## config.mk

```make
export PLATFORM = sky130hd
export DESIGN_NAME = lab_entrance_ctrl_flat
export DESIGN_NICKNAME = d
export VERILOG_FILES = /design/src/rtl/lab_entrance_pkg.sv /design/src/rtl/lab_entrance_ctrl_if.sv /design/src/rtl/lab_entrance_ctrl_lab_slot.sv /design/src/rtl/lab_entrance_ctrl.sv /design/src/flat_wrapper.sv
export SDC_FILE = /design/constraint.sdc
export NUM_CORES = 1
export LEC_CHECK = 0
export ABC_AREA = 1
export CAP_MARGIN = 20
export CORE_MARGIN = 2
export CORE_UTILIZATION = 54
export CTS_BUF_LIST = sky130_fd_sc_hd__clkbuf_8
export CTS_CLUSTER_DIAMETER = 50
export DETAILED_ROUTE_END_ITERATION = 6
export PLACE_DENSITY = 0.81
export SKIP_LAST_GASP = 1
export SLEW_MARGIN = 20
export SYNTH_ARGS = -nofsm -noshare
export SYNTH_HDL_FRONTEND = slang
export SYNTH_SLANG_ARGS = --single-unit
```

## constraint.sdc

```tcl
create_clock -name CLK -period 2.7 [get_ports CLK]
set_clock_uncertainty 0.2 [all_clocks]
set_input_delay 0.81 -clock CLK [delete_from_list [all_inputs] [get_ports CLK]]
set_output_delay 0.81 -clock CLK [all_outputs]
set_load 0.05 [all_outputs]
```

## src/rtl/lab_entrance_pkg.sv

```systemverilog
// lab_entrance_pkg: shared mode codes, decision-state encoding and helpers for the lab entrance controller
package lab_entrance_pkg;
  localparam logic [1:0] MODE_EXIT = 2'b00;
  localparam logic [1:0] MODE_ENTER = 2'b01;
  localparam logic [1:0] ST_IDLE_FLAGS = 2'd0;
  localparam logic [1:0] ST_ACCEPT = 2'd1;
  localparam logic [1:0] ST_DENY_PAR = 2'd2;
  localparam logic [1:0] ST_DENY_FULL = 2'd3;
  function automatic logic is_idle(input logic [1:0] mode);
    return mode[1];
  endfunction
  // codes are zero-extended, which leaves the XOR reduction unchanged
  function automatic logic parity(input logic [31:0] code);
    return ^code;
  endfunction
endpackage

```

## src/rtl/lab_entrance_ctrl_if.sv

```systemverilog
// lab_entrance_if: card-reader request and per-lab status bundle between front end and controller
interface lab_entrance_if #(
  parameter int NUM_LABS = 4,
  parameter int CODE_W = 5,
  parameter int LAB_W = 2,
  parameter int CNT_W = 5,
  parameter int DEN_W = 8
);
  logic [CODE_W-1:0] smartCode;
  logic [LAB_W-1:0] lab;
  logic [1:0] mode;
  logic clrDenied;
  logic [NUM_LABS*CNT_W-1:0] numOfStu;
  logic [NUM_LABS-1:0] restrictionWarn;
  logic [NUM_LABS-1:0] isFull;
  logic [NUM_LABS-1:0] isEmpty;
  logic [NUM_LABS-1:0] unlock;
  logic [NUM_LABS*DEN_W-1:0] deniedCnt;
  modport master (
    output smartCode, lab, mode, clrDenied,
    input numOfStu, restrictionWarn, isFull, isEmpty, unlock, deniedCnt
  );
  modport slave (
    input smartCode, lab, mode, clrDenied,
    output numOfStu, restrictionWarn, isFull, isEmpty, unlock, deniedCnt
  );
endinterface

```

## src/rtl/lab_entrance_ctrl_lab_slot.sv

```systemverilog
// lab_slot: one lab's occupancy counter, decision state and saturating denied counter
module lab_slot
  import lab_entrance_pkg::*;
#(
  parameter int CAP = 30,
  parameter int RESTRICT = 15,
  parameter int CNT_W = 5,
  parameter int DEN_W = 8
) (
  input  logic             clk,
  input  logic             rst,
  input  logic             sel_i,
  input  logic             enter_i,
  input  logic             par_ok_i,
  input  logic             clr_i,
  output logic [CNT_W-1:0] count_o,
  output logic             unlock_o,
  output logic             warn_o,
  output logic             full_o,
  output logic             empty_o,
  output logic [DEN_W-1:0] den_o
);
  localparam logic [CNT_W-1:0] CAP_C = CNT_W'(CAP);
  localparam logic [CNT_W-1:0] RES_C = CNT_W'(RESTRICT);
  logic [CNT_W-1:0] c_q, c_d;
  logic [DEN_W-1:0] den_q, den_d;
  logic [1:0] st_q, st_d;
  logic deny;
  always_comb begin
    st_d = !sel_i ? ST_IDLE_FLAGS :
           enter_i ? ((c_q == CAP_C) ? ST_DENY_FULL :
                      (c_q >= RES_C && !par_ok_i) ? ST_DENY_PAR : ST_ACCEPT) :
           (c_q != '0) ? ST_ACCEPT : ST_IDLE_FLAGS;
    c_d = (st_d != ST_ACCEPT) ? c_q : enter_i ? c_q + CNT_W'(1) : c_q - CNT_W'(1);
    deny = st_d == ST_DENY_PAR || st_d == ST_DENY_FULL;
    den_d = clr_i ? '0 : (deny && den_q != {DEN_W{1'b1}}) ? den_q + DEN_W'(1) : den_q;
  end
  always_ff @(posedge clk) begin
    if (rst) begin
      c_q <= '0;
      den_q <= '0;
      st_q <= ST_IDLE_FLAGS;
    end else begin
      c_q <= c_d;
      den_q <= den_d;
      st_q <= st_d;
    end
  end
  assign count_o = c_q;
  assign unlock_o = st_q == ST_ACCEPT;
  assign warn_o = st_q == ST_DENY_PAR;
  assign full_o = c_q == CAP_C;
  assign empty_o = c_q == '0;
  assign den_o = den_q;
endmodule

```

## src/rtl/lab_entrance_ctrl.sv

```systemverilog
// lab_entrance_ctrl: decodes one card request per cycle and routes it to NUM_LABS lab_slot instances
module lab_entrance_ctrl
  import lab_entrance_pkg::*;
#(
  parameter int NUM_LABS = 4,
  parameter int CODE_W = 5,
  parameter int CAP = 30,
  parameter int RESTRICT = 15,
  parameter logic [NUM_LABS-1:0] ODD_MASK = NUM_LABS'(4'b0101),
  parameter int DEN_W = 8
) (
  input logic CLK,
  input logic RST,
  lab_entrance_if.slave bus
);
  localparam int LAB_W = NUM_LABS > 1 ? $clog2(NUM_LABS) : 1;
  localparam int CNT_W = $clog2(CAP + 1);
  logic active, enter, par;
  // out-of-range lab indices fall through as idle cycles
  assign active = !is_idle(bus.mode) && (int'(bus.lab) < NUM_LABS);
  assign enter = bus.mode == MODE_ENTER;
  assign par = parity(32'(bus.smartCode));
  for (genvar i = 0; i < NUM_LABS; i++) begin : g_slot
    lab_slot #(
      .CAP(CAP),
      .RESTRICT(RESTRICT),
      .CNT_W(CNT_W),
      .DEN_W(DEN_W)
    ) u_slot (
      .clk(CLK),
      .rst(RST),
      .sel_i(active && bus.lab == LAB_W'(i)),
      .enter_i(enter),
      .par_ok_i(par == ODD_MASK[i]),
      .clr_i(bus.clrDenied),
      .count_o(bus.numOfStu[i*CNT_W +: CNT_W]),
      .unlock_o(bus.unlock[i]),
      .warn_o(bus.restrictionWarn[i]),
      .full_o(bus.isFull[i]),
      .empty_o(bus.isEmpty[i]),
      .den_o(bus.deniedCnt[i*DEN_W +: DEN_W])
    );
  end
endmodule

```

## src/flat_wrapper.sv

```systemverilog
// flat-port wrapper written by rule: the top's interface ports become plain ports
module lab_entrance_ctrl_flat import lab_entrance_pkg::*;
#(
  parameter int NUM_LABS = 4,
  parameter int CODE_W = 5,
  parameter int CAP = 30,
  parameter int RESTRICT = 15,
  parameter logic [NUM_LABS-1:0] ODD_MASK = NUM_LABS'(4'b0101),
  parameter int DEN_W = 8
)
  (CLK, RST, bus_smartCode, bus_lab, bus_mode, bus_clrDenied, bus_numOfStu, bus_restrictionWarn, bus_isFull, bus_isEmpty, bus_unlock, bus_deniedCnt);
  lab_entrance_if #(.NUM_LABS(NUM_LABS), .CODE_W(CODE_W), .LAB_W(2), .CNT_W(5), .DEN_W(DEN_W)) bus_i ();
  input logic CLK;
  input logic RST;
  input wire logic [$bits(bus_i.smartCode)-1:0] bus_smartCode;
  input wire logic [$bits(bus_i.lab)-1:0] bus_lab;
  input wire logic [$bits(bus_i.mode)-1:0] bus_mode;
  input wire logic [$bits(bus_i.clrDenied)-1:0] bus_clrDenied;
  output wire logic [$bits(bus_i.numOfStu)-1:0] bus_numOfStu;
  output wire logic [$bits(bus_i.restrictionWarn)-1:0] bus_restrictionWarn;
  output wire logic [$bits(bus_i.isFull)-1:0] bus_isFull;
  output wire logic [$bits(bus_i.isEmpty)-1:0] bus_isEmpty;
  output wire logic [$bits(bus_i.unlock)-1:0] bus_unlock;
  output wire logic [$bits(bus_i.deniedCnt)-1:0] bus_deniedCnt;
  assign bus_i.smartCode = bus_smartCode;
  assign bus_i.lab = bus_lab;
  assign bus_i.mode = bus_mode;
  assign bus_i.clrDenied = bus_clrDenied;
  assign bus_numOfStu = bus_i.numOfStu;
  assign bus_restrictionWarn = bus_i.restrictionWarn;
  assign bus_isFull = bus_i.isFull;
  assign bus_isEmpty = bus_i.isEmpty;
  assign bus_unlock = bus_i.unlock;
  assign bus_deniedCnt = bus_i.deniedCnt;
  lab_entrance_ctrl #(.NUM_LABS(NUM_LABS), .CODE_W(CODE_W), .CAP(CAP), .RESTRICT(RESTRICT), .ODD_MASK(ODD_MASK), .DEN_W(DEN_W)) u_core (.CLK(CLK), .RST(RST), .bus(bus_i));
endmodule
```

---- After elaboration in Yosys (flattened, before gate mapping) ----
Cells that the tools add are included.
storage, ports and cells
  register bits after elaboration ......... 60
  output and inout bits ................... 68
  ROM bits ................................ 0
  word-level logic and storage cells ...... 113
  input bits .............................. 12
  memories kept ........................... 0
  bits in writable memories ............... 0
  bits in latches ......................... 0
operators by class
  magnitude comparators ................... 4
  multipliers ............................. 0
  divide/modulo/power cells ............... 0
  shift operators ......................... 0
  mux-type cells .......................... 24
  add/subtract/negate cells ............... 12
  reduce and logical (&&, ||, !) cells .... 29
  bitwise operators ....................... 0
  equal/unequal tests ..................... 32
operator list
  cell                   count
  $add A8 B1 Y8 const B  4
  $mux W2                16
  $ne A8 B8 Y1 const B   4
  $reduce_xor A32 Y1     1
  $eq A2 B2 Y1 const B   14
  $add A5 B1 Y5 const B  4
  $eq A5 B5 Y1 const B   4
  $ge A5 B4 Y1 const B   4
  $logic_not A5 Y1       4
  $mux W5                4
  $reduce_bool A5 Y1     4
  $sub A5 B1 Y5 const B  4
  $eq A2 B1 Y1 const B   6
  $logic_and A1 B1 Y1    12
  $ne A2 B1 Y1 const B   4
  $logic_or A1 B1 Y1     4
  $mux W1                4
  $logic_not A1 Y1       2
  $logic_not A2 Y1       1
  $reduce_or A2 Y1       1

---- Logic depth before layout (Yosys ltp) ----
Gate-level depths: netlist (run 1).
  depth after elaboration ................. 10
  depth in mapped cells ................... 13
  mapped depth without buffers ............ 13

---- Modules after synthesis ----
From an unflattened synthesis (run 1), not the netlist that was laid out.
unflattened totals
  cell total of the unflattened synthesis .. 590
  area, all modules ....................... 4056.4 um^2
modules (own cells, without submodules)
  module             instances  area each (um^2)  cells an instance
  lab_slot           4          977.2             139
  lab_entrance_ctrl  1          147.6             34

---- Worst setup path after synthesis (run 1) ----
No wires, ideal clock.
  path kind ............................... input to register
  start point ............................. input bus_mode[1]
  end point ............................... register u_core.g_slot[3].u_slot.c_q[4]
  data arrival time ....................... 2.141 ns
  cell stages on the path ................. 10
  setup slack ............................. 0.291 ns
  path buffers ............................ 1
  cell sequence ........................... inv_1 nand2_2 buf_6 fa_1 nand2_1 nand2_1 a21oi_1 xor2_1 nand3_1 a21oi_2
on the way
  word-level cells in the longest chain between the ends .. 4
ends and longest elaborated chain
  item                                              line                                                       RTL
  start, declared                                   flat_wrapper.sv:17                                         input wire logic [$bits(bus_i.mode)-1:0] bus_mode;
  $eq A2 B1 Y1 or $logic_not A1 Y1 (tied branches)  lab_entrance_ctrl.sv:21, lab_entrance_ctrl.sv:20
  $mux W2 or $logic_and A1 B1 Y1 (tied branches)    lab_entrance_ctrl_lab_slot.sv:31, lab_entrance_ctrl.sv:32
  $mux W2                                           lab_entrance_ctrl_lab_slot.sv:30                           st_d = !sel_i ? ST_IDLE_FLAGS :
  $ne A2 B1 Y1                                      lab_entrance_ctrl_lab_slot.sv:34                           c_d = (st_d != ST_ACCEPT) ? c_q : enter_i ? c_q + CNT_W'(1) : c_q - CNT_W'(1);
  end signal, assigned                              lab_entrance_ctrl_lab_slot.sv:40                           c_q <= '0;
  end signal, assigned                              lab_entrance_ctrl_lab_slot.sv:44                           c_q <= c_d;
  end, declared                                     lab_entrance_ctrl_lab_slot.sv:25                           logic [CNT_W-1:0] c_q, c_d;
Parallel ways exist; a longest one is shown, timed or not.
A chain may end at the register's enable or synchronous reset.

---- Final worst setup path (run 1) ----
  start point ............................. register u_core.g_slot[1].u_slot.den_q[6]
  end point ............................... output bus_deniedCnt[14]
RTL lines
  item                    line                              RTL
  start, declared         lab_entrance_ctrl_lab_slot.sv:26  logic [DEN_W-1:0] den_q, den_d;
  start signal, assigned  lab_entrance_ctrl_lab_slot.sv:45  den_q <= den_d;
  end, declared           flat_wrapper.sv:24                output wire logic [$bits(bus_i.deniedCnt)-1:0] bus_deniedCnt;
No word-level cell between the ends.

==> results list, run 1 <==
- Routed Wire Length: 9800 um
- The tree built by TritonCTS fans out to 60 sinks.
- Crit path time final: 2.68 ns
- Critical path class: flip-flop to output port
* Count of synthesis-stage warnings from yosys: 0
- The first detailed-routing pass ran for 4 iterations.
- Parity-gate share of the synthesized area counting xor and xnor cells: 0.0884
- Using the TritonRoute via totals, the vias-per-cell ratio works out to 5.28.
- By area, the combinational part of the netlist is dominated by simple AND/OR/NAND/NOR gates.
* Number of setup buffers added after CTS: 0
- Wire length of the first global-routing pass: 15700 um
- Root buffer cell: sky130_fd_sc_hd__clkbuf_8
- The path class of the tightest hold or removal check is flip-flop to flip-flop.
- After routing, the total negative slack on setup checks comes to 0 ns.
- The later pin in the worst-skew pair is clocked with a latency of 0.35 ns.
- Routing usage on met1: 0.316
- Most utilized layer in the global route result: met2
- For this configuration, the core starts out at a cell density of 0.553.
- Entering global routing, the biggest net connects 24 pins.
* Mux cell area share after synthesis: 0
- The initial antenna violation count is 0.
- Post-synthesis compound-gate area fraction: 0.103
- For this run, the register share of the synthesized area comes to 0.303.
- In this run the static leakage power is 2.14 nW.
* Stage delay of the slowest cell on the critical path: 0.85 ns
- Max Cap Viol: 0
- Synthesized netlist net count: 553
* Cell family with the largest share of critical-path delay: buffers and inverters
- Vias in the first global route: ~3600
* Adder-cell area share of the yosys netlist: 0.0707
- Share of cells above drive strength 1: 0.202
- The total count of max-transition violations in the final report came to 0.
* Status: complete, no violations
* Final design utilization: 0.729
- The region available for standard cell placement spans 7180 um2.
- Number of buffers and inverters on the critical path: 1
- The first routing iteration left about 190 violations.
* GR Overflow Total: 0
- The cell count after synthesis came out at about 520.
- Height of the die: 89.7 um
* Pwr/cell area: 438 nW/um2
- The clock tree synthesis step divided the H-tree into 3 levels.
- Highest clock rate: 374 MHz
* # IOs: 80
- Final worst-path setup slack: 0.0226 ns
* Overall routing resource usage: 0.249
- Clock transition at path regs: 0.08 ns
- The worst-case IR drop observed on VDD is 318 uV.
* Post-Synth Simple-Gate Area: 0.342
- Slowest stage cell, crit path: sky130_fd_sc_hd__clkdlybuf4s50_1
- At the placement stage, the worst setup path has a slack of -0.273 ns.
* Register area: 1200 um2
- Met3 Resource Use GR: 0.0347
- The multi-input combinational cells in the finished layout cover a total of 2400 um2.
- From synthesis to final layout, the design area changed by 32.0%.
- Launching element type of the critical path: flip-flop
* Mean routed wirelength per cell: 13.5 um
- Met2 track utilization from global routing: 0.416
- Syn Area/Cell: 7.61 um2
* Slew of the pin with the lowest slew margin: slightly above 0.5 ns
- Worst-path fanout max: 5
- For this run, the post-layout net count is 652.
* Site row count: 31
- Fill cells in the final layout number 549.
- Setup violations remaining at the end of the flow were counted as 0.
- The count of buffers added on input and output ports is roughly 80.
- The repair_antennas step left the layout with diodes totalling 0.
- In this run the horizontal extent of the chip is 89.7 um.
- Maximum clock path buffer count: 2
- At the end of routability-driven placement, the weighted congestion stood at 0.910.
- Flops & latches, synth: 60
- The final route contains 3824 vias.
- The signal on the critical path passes through clkdlybuf4s50_1.
- Biggest area consumer among synthesized cells: sky130_fd_sc_hd__dfxtp_1
- Count of distinct cell types in the synthesized netlist: 33
* Antenna Violating Nets Remaining: 0
- Number of buffers inserted during clock tree synthesis: 9
- The worst setup path is captured at an output port.
* Relative max-transition margin: 0.654
- The final hold violation count came to 0.
- Data on the critical path arrives at its endpoint at 1.67 ns.
* Drt drc: 0
- The share of synthesized area in the top cell type comes to 0.303.
- The cell area that synthesis handed to floorplanning was 3970 um2.
- Required time at the worst-slack endpoint: approximately 1.7 ns
- The die covers 8040 um2.
- Leading cell types by total area after synthesis: sky130_fd_sc_hd__dfxtp_1 (30%), sky130_fd_sc_hd__nand2_1 (8.1%), sky130_fd_sc_hd__xor2_1 (6.8%)
- The wire-length estimate of the detail-placed layout is just over 7000 um.
- TritonCTS clock tree: built
- Final worst-path cycle share: 0.992
cell usage in the layout, fill, tap and decap left out, types with 2 or more instances in the layout:
cell and count:
sky130_fd_sc_hd__nand3_2 6, sky130_fd_sc_hd__nor4_2 2, sky130_fd_sc_hd__bufinv_16 2, sky130_fd_sc_hd__o21ai_1 11
sky130_fd_sc_hd__xnor2_1 9, sky130_fd_sc_hd__clkinv_2 2, sky130_fd_sc_hd__inv_1 41, sky130_fd_sc_hd__o21ai_0 5
sky130_fd_sc_hd__nand2_1 86, sky130_fd_sc_hd__nand2_4 9, sky130_fd_sc_hd__buf_4 37, sky130_fd_sc_hd__clkdlybuf4s50_1 63
sky130_fd_sc_hd__nor2_4 2, sky130_fd_sc_hd__xor2_1 31, sky130_fd_sc_hd__nand2_2 15, sky130_fd_sc_hd__nand3_1 46
sky130_fd_sc_hd__a21oi_1 43, sky130_fd_sc_hd__inv_2 12, sky130_fd_sc_hd__dfxtp_1 60, sky130_fd_sc_hd__nand3_4 3
sky130_fd_sc_hd__nand4_1 27, sky130_fd_sc_hd__dlygate4sd2_1 5, sky130_fd_sc_hd__and3_1 2, sky130_fd_sc_hd__fa_1 4
sky130_fd_sc_hd__clkbuf_8 12, sky130_fd_sc_hd__a21oi_2 12, sky130_fd_sc_hd__ha_1 16, sky130_fd_sc_hd__buf_12 5
sky130_fd_sc_hd__nor3_1 3, sky130_fd_sc_hd__nor2_1 47
cell type report:
type / count / share of cell area
clock buffers: 12 / 0.0316
clock inverters: 4 / 0.0134
inverters: 54 / 0.0414
multi-input cells: 385 / 0.459
flip-flops and latches: 60 / 0.229
well taps: 99 / 0.0237
repair buffers: 110 / 0.201
registers in the layout (all words and copies together) (netlist names):
signal / flops
u_core.g_slot.u_slot.st_q: 8
u_core.g_slot.u_slot.count_o: 20
u_core.g_slot.u_slot.den_o: 32
cells in the mapped netlist:
cell / number
sky130_fd_sc_hd__and3_1: 2
sky130_fd_sc_hd__nand4_4: 1
sky130_fd_sc_hd__nand3_4: 3
sky130_fd_sc_hd__a21oi_2: 10
sky130_fd_sc_hd__buf_4: 16
sky130_fd_sc_hd__nand2_2: 15
sky130_fd_sc_hd__xnor2_1: 9
sky130_fd_sc_hd__buf_6: 1
sky130_fd_sc_hd__nor3b_2: 1
sky130_fd_sc_hd__a21oi_1: 45
sky130_fd_sc_hd__nand2_4: 9
sky130_fd_sc_hd__fa_1: 4
sky130_fd_sc_hd__nor2_8: 1
sky130_fd_sc_hd__nor2_2: 1
sky130_fd_sc_hd__nor4_2: 2
sky130_fd_sc_hd__o21ai_0: 5
sky130_fd_sc_hd__nor2_1: 47
sky130_fd_sc_hd__nand4_1: 27
sky130_fd_sc_hd__dfxtp_1: 60
sky130_fd_sc_hd__clkbuf_1: 5
sky130_fd_sc_hd__nand3_1: 46
sky130_fd_sc_hd__nand3_2: 6
sky130_fd_sc_hd__a21oi_4: 1
sky130_fd_sc_hd__ha_1: 16
sky130_fd_sc_hd__nor3_1: 3
sky130_fd_sc_hd__xor2_1: 31
sky130_fd_sc_hd__nor3_4: 1
sky130_fd_sc_hd__inv_1: 42
sky130_fd_sc_hd__inv_2: 11
sky130_fd_sc_hd__o21ai_1: 11
sky130_fd_sc_hd__bufinv_8: 1
sky130_fd_sc_hd__nor2_4: 2
sky130_fd_sc_hd__nand2_1: 86
per-layer routing:
metal  share of wire  vias up
li1                -     1915
met1            0.45     1769
met2            0.49      123
met3           0.043       17
met4           0.020        0
met5               0        -
power breakdown:
part           switching (mW)  internal [mW]  leakage (nW)  total, mW
clock                   0.377          0.593         0.122      0.970
sequential             0.0224          0.897         0.484      0.920
combinational           0.243          0.160          1.54      0.404
repair_timing:
action / CTS / global route
hold buffers: 0 / 0
endpoints found under the setup margin: 5 / 4
resized for setup: 5 / 3
metrics by stage:
step	std cells	power, mW	hold slack (ns)	area (um2)
after floorplan	521	1.20	0.484	3970
after global placement	708	1.33	0.265	5000
after detailed placement	708	1.34	0.274	5000
after CTS	724	2.30	0.284	5230
after global routing	724	2.36	0.308	5230
final	724	2.29	0.282	5230
worst paths after layout:
kind | slack [ns] | start | end | cells after the start
worst max-delay path | 0.02 | u_core.g_slot[1].u_slot.den_o[6]$_SDFFE_PP0P_ | bus_deniedCnt[14] | 1
worst min-delay path | 0.28 | u_core.g_slot[3].u_slot.den_o[1]$_SDFFE_PP0P_ | u_core.g_slot[3].u_slot.den_o[1]$_SDFFE_PP0P_ | 2
worst max register to register | 0.79 | u_core.g_slot[0].u_slot.den_o[0]$_SDFFE_PP0P_ | u_core.g_slot[0].u_slot.den_o[1]$_SDFFE_PP0P_ | 7
worst min register to register | 0.28 | u_core.g_slot[3].u_slot.den_o[1]$_SDFFE_PP0P_ | u_core.g_slot[3].u_slot.den_o[1]$_SDFFE_PP0P_ | 2
kinds of logic after synthesis:
logic type	count (synthesis)
fa+ha+maj	20
xor+xnor	40
compound gates	72
flops	60
buf+inv	76
simple gates	253
(Power assumes the default switching activity.)
==> run 2, diff against run 1 <==
--- a/config.mk
+++ b/config.mk
@@ -8,11 +8,11 @@
 export ABC_AREA = 1
 export CAP_MARGIN = 20
 export CORE_MARGIN = 2
-export CORE_UTILIZATION = 54
+export CORE_UTILIZATION = 58
 export CTS_BUF_LIST = sky130_fd_sc_hd__clkbuf_8
 export CTS_CLUSTER_DIAMETER = 50
 export DETAILED_ROUTE_END_ITERATION = 6
-export PLACE_DENSITY = 0.81
+export PLACE_DENSITY = 0.87
 export SKIP_LAST_GASP = 1
 export SLEW_MARGIN = 20
 export SYNTH_ARGS = -nofsm -noshare
==> constraint.sdc (replaced) <==
create_clock -name CLK -period 3.4 [get_ports CLK]
set_clock_uncertainty 0.2 [all_clocks]
set_input_delay 1.02 -clock CLK [delete_from_list [all_inputs] [get_ports CLK]]
set_output_delay 1.02 -clock CLK [all_outputs]
set_load 0.05 [all_outputs]
==> run 2 against run 1 <==
Effect of this change:
- design area is 5.1% lower
- count of clock-buffer cells in the layout is 1 lower
- via count is 2.5% lower
- die area down 6.6%
- clock power shrank 32%
- sequential share of layout area up 1.2 points
- sequential power decreased by 21%
- highest routed layer unchanged
- largest power group is now sequential cells
- worst hold slack better by 0.0026 ns
- routed wire length decreased by 4.9%
- total power is 27% lower
- first-iteration DRC count decreased by 18%
- cell count down 5.8%
==> results list, run 2 (synthesis gave the netlist of run 1 again) <==
* Overall routing resource usage: 0.251 (was 0.249)
- Number of antenna violations at the first check in global routing: 0 (unchanged)
- The data arrival time at the worst-slack endpoint is 2.03 ns (was 1.67 ns).
* Destination of the worst hold path: u_core.g_slot[3].u_slot.den_o[1]$_SDFFE_PP0P_ (unchanged)
- The launch instance of the worst register-to-register path was u_core.g_slot[0].u_slot.count_o[1]$_SDFFE_PP0N_ (was u_core.g_slot[0].u_slot.den_o[0]$_SDFFE_PP0P_).
* Max FFs per register: 32 (unchanged)
- Launching element type of the critical path: flip-flop (unchanged)
- Number of hold-repair buffers added at the cts stage: 0 (unchanged)
- The number of standard-cell rows in the floorplan is 30 (was 31).
- Max Cap Viol: 0 (unchanged)
- Mean number of vias per cell: 5.47 (was 5.28)
* Count of pins over their slew limit: 0 (unchanged)
- The slack of the worst reg-to-reg path is 1.44 ns (was 0.79 ns).
- The path type of the worst min-delay path is flip-flop to flip-flop (unchanged).
* Worst Hold Depth: 2 (unchanged)
- The pin count of the biggest net entering global routing was 25 (was 24).
* Initial DRC count: 154 (was 188)
- Most frequent cells in the layout: sky130_fd_sc_hd__nand2_1 (86), sky130_fd_sc_hd__clkdlybuf4s50_1 (79), sky130_fd_sc_hd__dfxtp_1 (60) (was sky130_fd_sc_hd__nand2_1 (86), sky130_fd_sc_hd__clkdlybuf4s50_1 (63), sky130_fd_sc_hd__dfxtp_1 (60))
- Number of setup buffers added after CTS: 0 (unchanged)
* Slew of the pin with the lowest slew margin: 0.713 ns (was 0.517 ns)
- Last weighted congestion value of the routability-driven placer: 0.873 (was 0.910)
- Length in cells of the worst reg-to-reg path: 7 (unchanged)
- The number of vias in the routed layout is 3728 (was 3824).
- Post-layout net count: 629 (was 652)
- Clock sinks: 60 (unchanged)
- Routed Wire Length: 9320 um (was 9800 um)
* Crit path time final: 3.25 ns
- The sum of overflow across all layers after global routing is 0 (unchanged).
* Die W: 86.7 um (was 89.7 um)
- The number of gates resized after cts is 0 (was 5).
* Placed Instances: 666 (was 708)
- Clock transition at path regs: 0.06 ns (was 0.08 ns)
- The number of I/O port buffers came to 79 (unchanged).
* Maximum clock path buffer count: 2 (unchanged)
- Number of buffers inserted during clock tree synthesis: 9 (unchanged)
- The worst voltage drop across the vdd grid was 192 uV (was 318 uV).
- Register area: 1200 um2 (unchanged)
* Detail Placement HPWL: 6870 um (was 7110 um)
- Wire length of the first global-routing pass: 15000 um (was 15700 um)
- # IOs: 80 (unchanged)
- The element type at the critical path end is an output port (unchanged).
* Final hold viol count: 0 (unchanged)
- The fraction of final layout cells with drive strength greater than 1 came to 0.146 (was 0.202).
* Router iterations before antenna repair: 4 (unchanged)
* Worst-path fanout max: 7 (was 5)
* Status: complete, no violations (unchanged)
- The setup TNS after final layout came to 0 ns (unchanged).
- The number of design rule violations left after detail routing was 0 (unchanged).
* Pwr/cell area: 338 nW/um2 (was 438 nW/um2)
- The cell chosen for the clock root is sky130_fd_sc_hd__clkbuf_8 (unchanged).
- The number of fill cells is 510 (was 549).
- The most common library cell in the layout ignoring fill and taps was sky130_fd_sc_hd__nand2_1 (unchanged).
* Non-filler instance count after layout: 682 (was 724)
- The count of antenna diodes in the layout was 0 (unchanged).
- The number of H-tree levels is 3 (unchanged).
- Leakage: 1.96 nW (was 2.14 nW)
- Height of the die: 86.7 um (was 89.7 um)
* Required time at the worst-slack endpoint: 2.18 ns (was 1.69 ns)
- The number of global-route vias before repair was 3337 (was 3572).
- Based on the critical path, the design can be clocked at up to roughly 300 MHz.
- The mean routed wirelength per cell was 13.7 um (was 13.5 um).
* Final worst-path cycle share: 0.955
* Clock latency at the later pin of the worst-skew pair: 0.35 ns (about the same)
* Area inside the core boundary: 6720 um2 (was 7180 um2)
- Worst Hold Launch: u_core.g_slot[3].u_slot.den_o[1]$_SDFFE_PP0P_ (unchanged)
- The worst slew margin relative to its limit was 0.524 (was 0.654).
- The capture point of the worst reg-to-reg path was u_core.g_slot[0].u_slot.den_o[0]$_SDFFE_PP0P_ (was u_core.g_slot[0].u_slot.den_o[1]$_SDFFE_PP0P_).
- Area added between synthesis and finish: 25.3% (was 32.0%)
- Setup repair after global routing left no endpoint under its margin.
- Initial cell density of the core: 0.590 (was 0.553)
* Multi-input combinational cell area: 2400 um2 (about the same)
- The number of setup violations in the final report was 0 (unchanged).
- The number of antenna-violating nets in the routed design is 0 (unchanged).
* Floorplan die area: 7510 um2 (was 8040 um2)
* Critical path class: flip-flop to output port (unchanged)
- TritonCTS clock tree: built (unchanged)
==> run 2: changes by cell type in the layout (fill, tap and decap cells not counted), sizes merged <==
cell / delta
clkdlybuf4s50: +16
inv: +1
buf: -34
clkinvlp: +1
bufinv: -1
dlygate4sd2: -5
clkbuf: -1
==> run 2: worst max-delay path: stages, from the launching register on <==
cell and delay, ns:
sky130_fd_sc_hd__dfxtp_1 0.47, sky130_fd_sc_hd__nand2_1 0.08, sky130_fd_sc_hd__inv_1 0.06, sky130_fd_sc_hd__nand2_1 0.12, sky130_fd_sc_hd__inv_1 0.13, sky130_fd_sc_hd__clkdlybuf4s50_1 0.81
==> run 2: stage by stage <==
stage               power (mW)  hold slack [ns]  worst slack [ns]  area (um2)   util
floorplan                0.954            0.484             0.781        3970      -
finish                    1.68            0.285             0.153        4970  0.739
CTS                       1.68            0.290             0.136        4970  0.739
global placement          1.02            0.264             0.213        4770  0.709
global route              1.74            0.322            0.0509        4970  0.739
detailed placement        1.03            0.278             0.104        4770  0.709
==> run 2: how the worst max path moves through the flow <==
stage          depth (start not counted)  slack (ns)                                         endpoint                                       startpoint
6_report                               5        0.15                                    bus_isFull[1]  u_core.g_slot[1].u_slot.count_o[1]$_SDFFE_PP0N_
5_1_grt                                5        0.05                                    bus_isFull[1]  u_core.g_slot[1].u_slot.count_o[2]$_SDFFE_PP0N_
4_1_cts                                5        0.14                                    bus_isFull[1]  u_core.g_slot[1].u_slot.count_o[1]$_SDFFE_PP0N_
3_5_place_dp                          10        0.10  u_core.g_slot[3].u_slot.count_o[4]$_SDFFE_PP0N_                                      bus_mode[1]
3_3_place_gp                          10        0.21  u_core.g_slot[1].u_slot.count_o[4]$_SDFFE_PP0N_                                      bus_mode[1]
2_1_floorplan                         10        0.78  u_core.g_slot[3].u_slot.count_o[4]$_SDFFE_PP0N_                                      bus_mode[1]
==> run 2: layout make-up <==
| type | instances | share of cell area |
|---|---|---|
| clock inverter | 5 | 0.0103 |
| timing repair buffer | 87 | 0.171 |
| sequential | 60 | 0.242 |
| tap | 80 | 0.0201 |
| clock buffer | 11 | 0.0305 |
| inverter | 54 | 0.0436 |
| multi-input combinational | 385 | 0.482 |
==> run 2: power breakdown <==
part	total [mW]	internal, mW	switching [mW]	leakage [nW]
clock network	0.658	0.373	0.285	0.107
logic	0.288	0.103	0.185	1.36
registers	0.731	0.713	0.0182	0.484
total	1.68	1.19	0.488	1.96
==> run 2: metal layers <==
layer	track usage	wire, um	part of all wire
met5	0	0	0
met4	0.0938	162	0.017
met3	0.0667	497	0.053
met2	0.410	4530	0.49
met1	0.317	4130	0.44
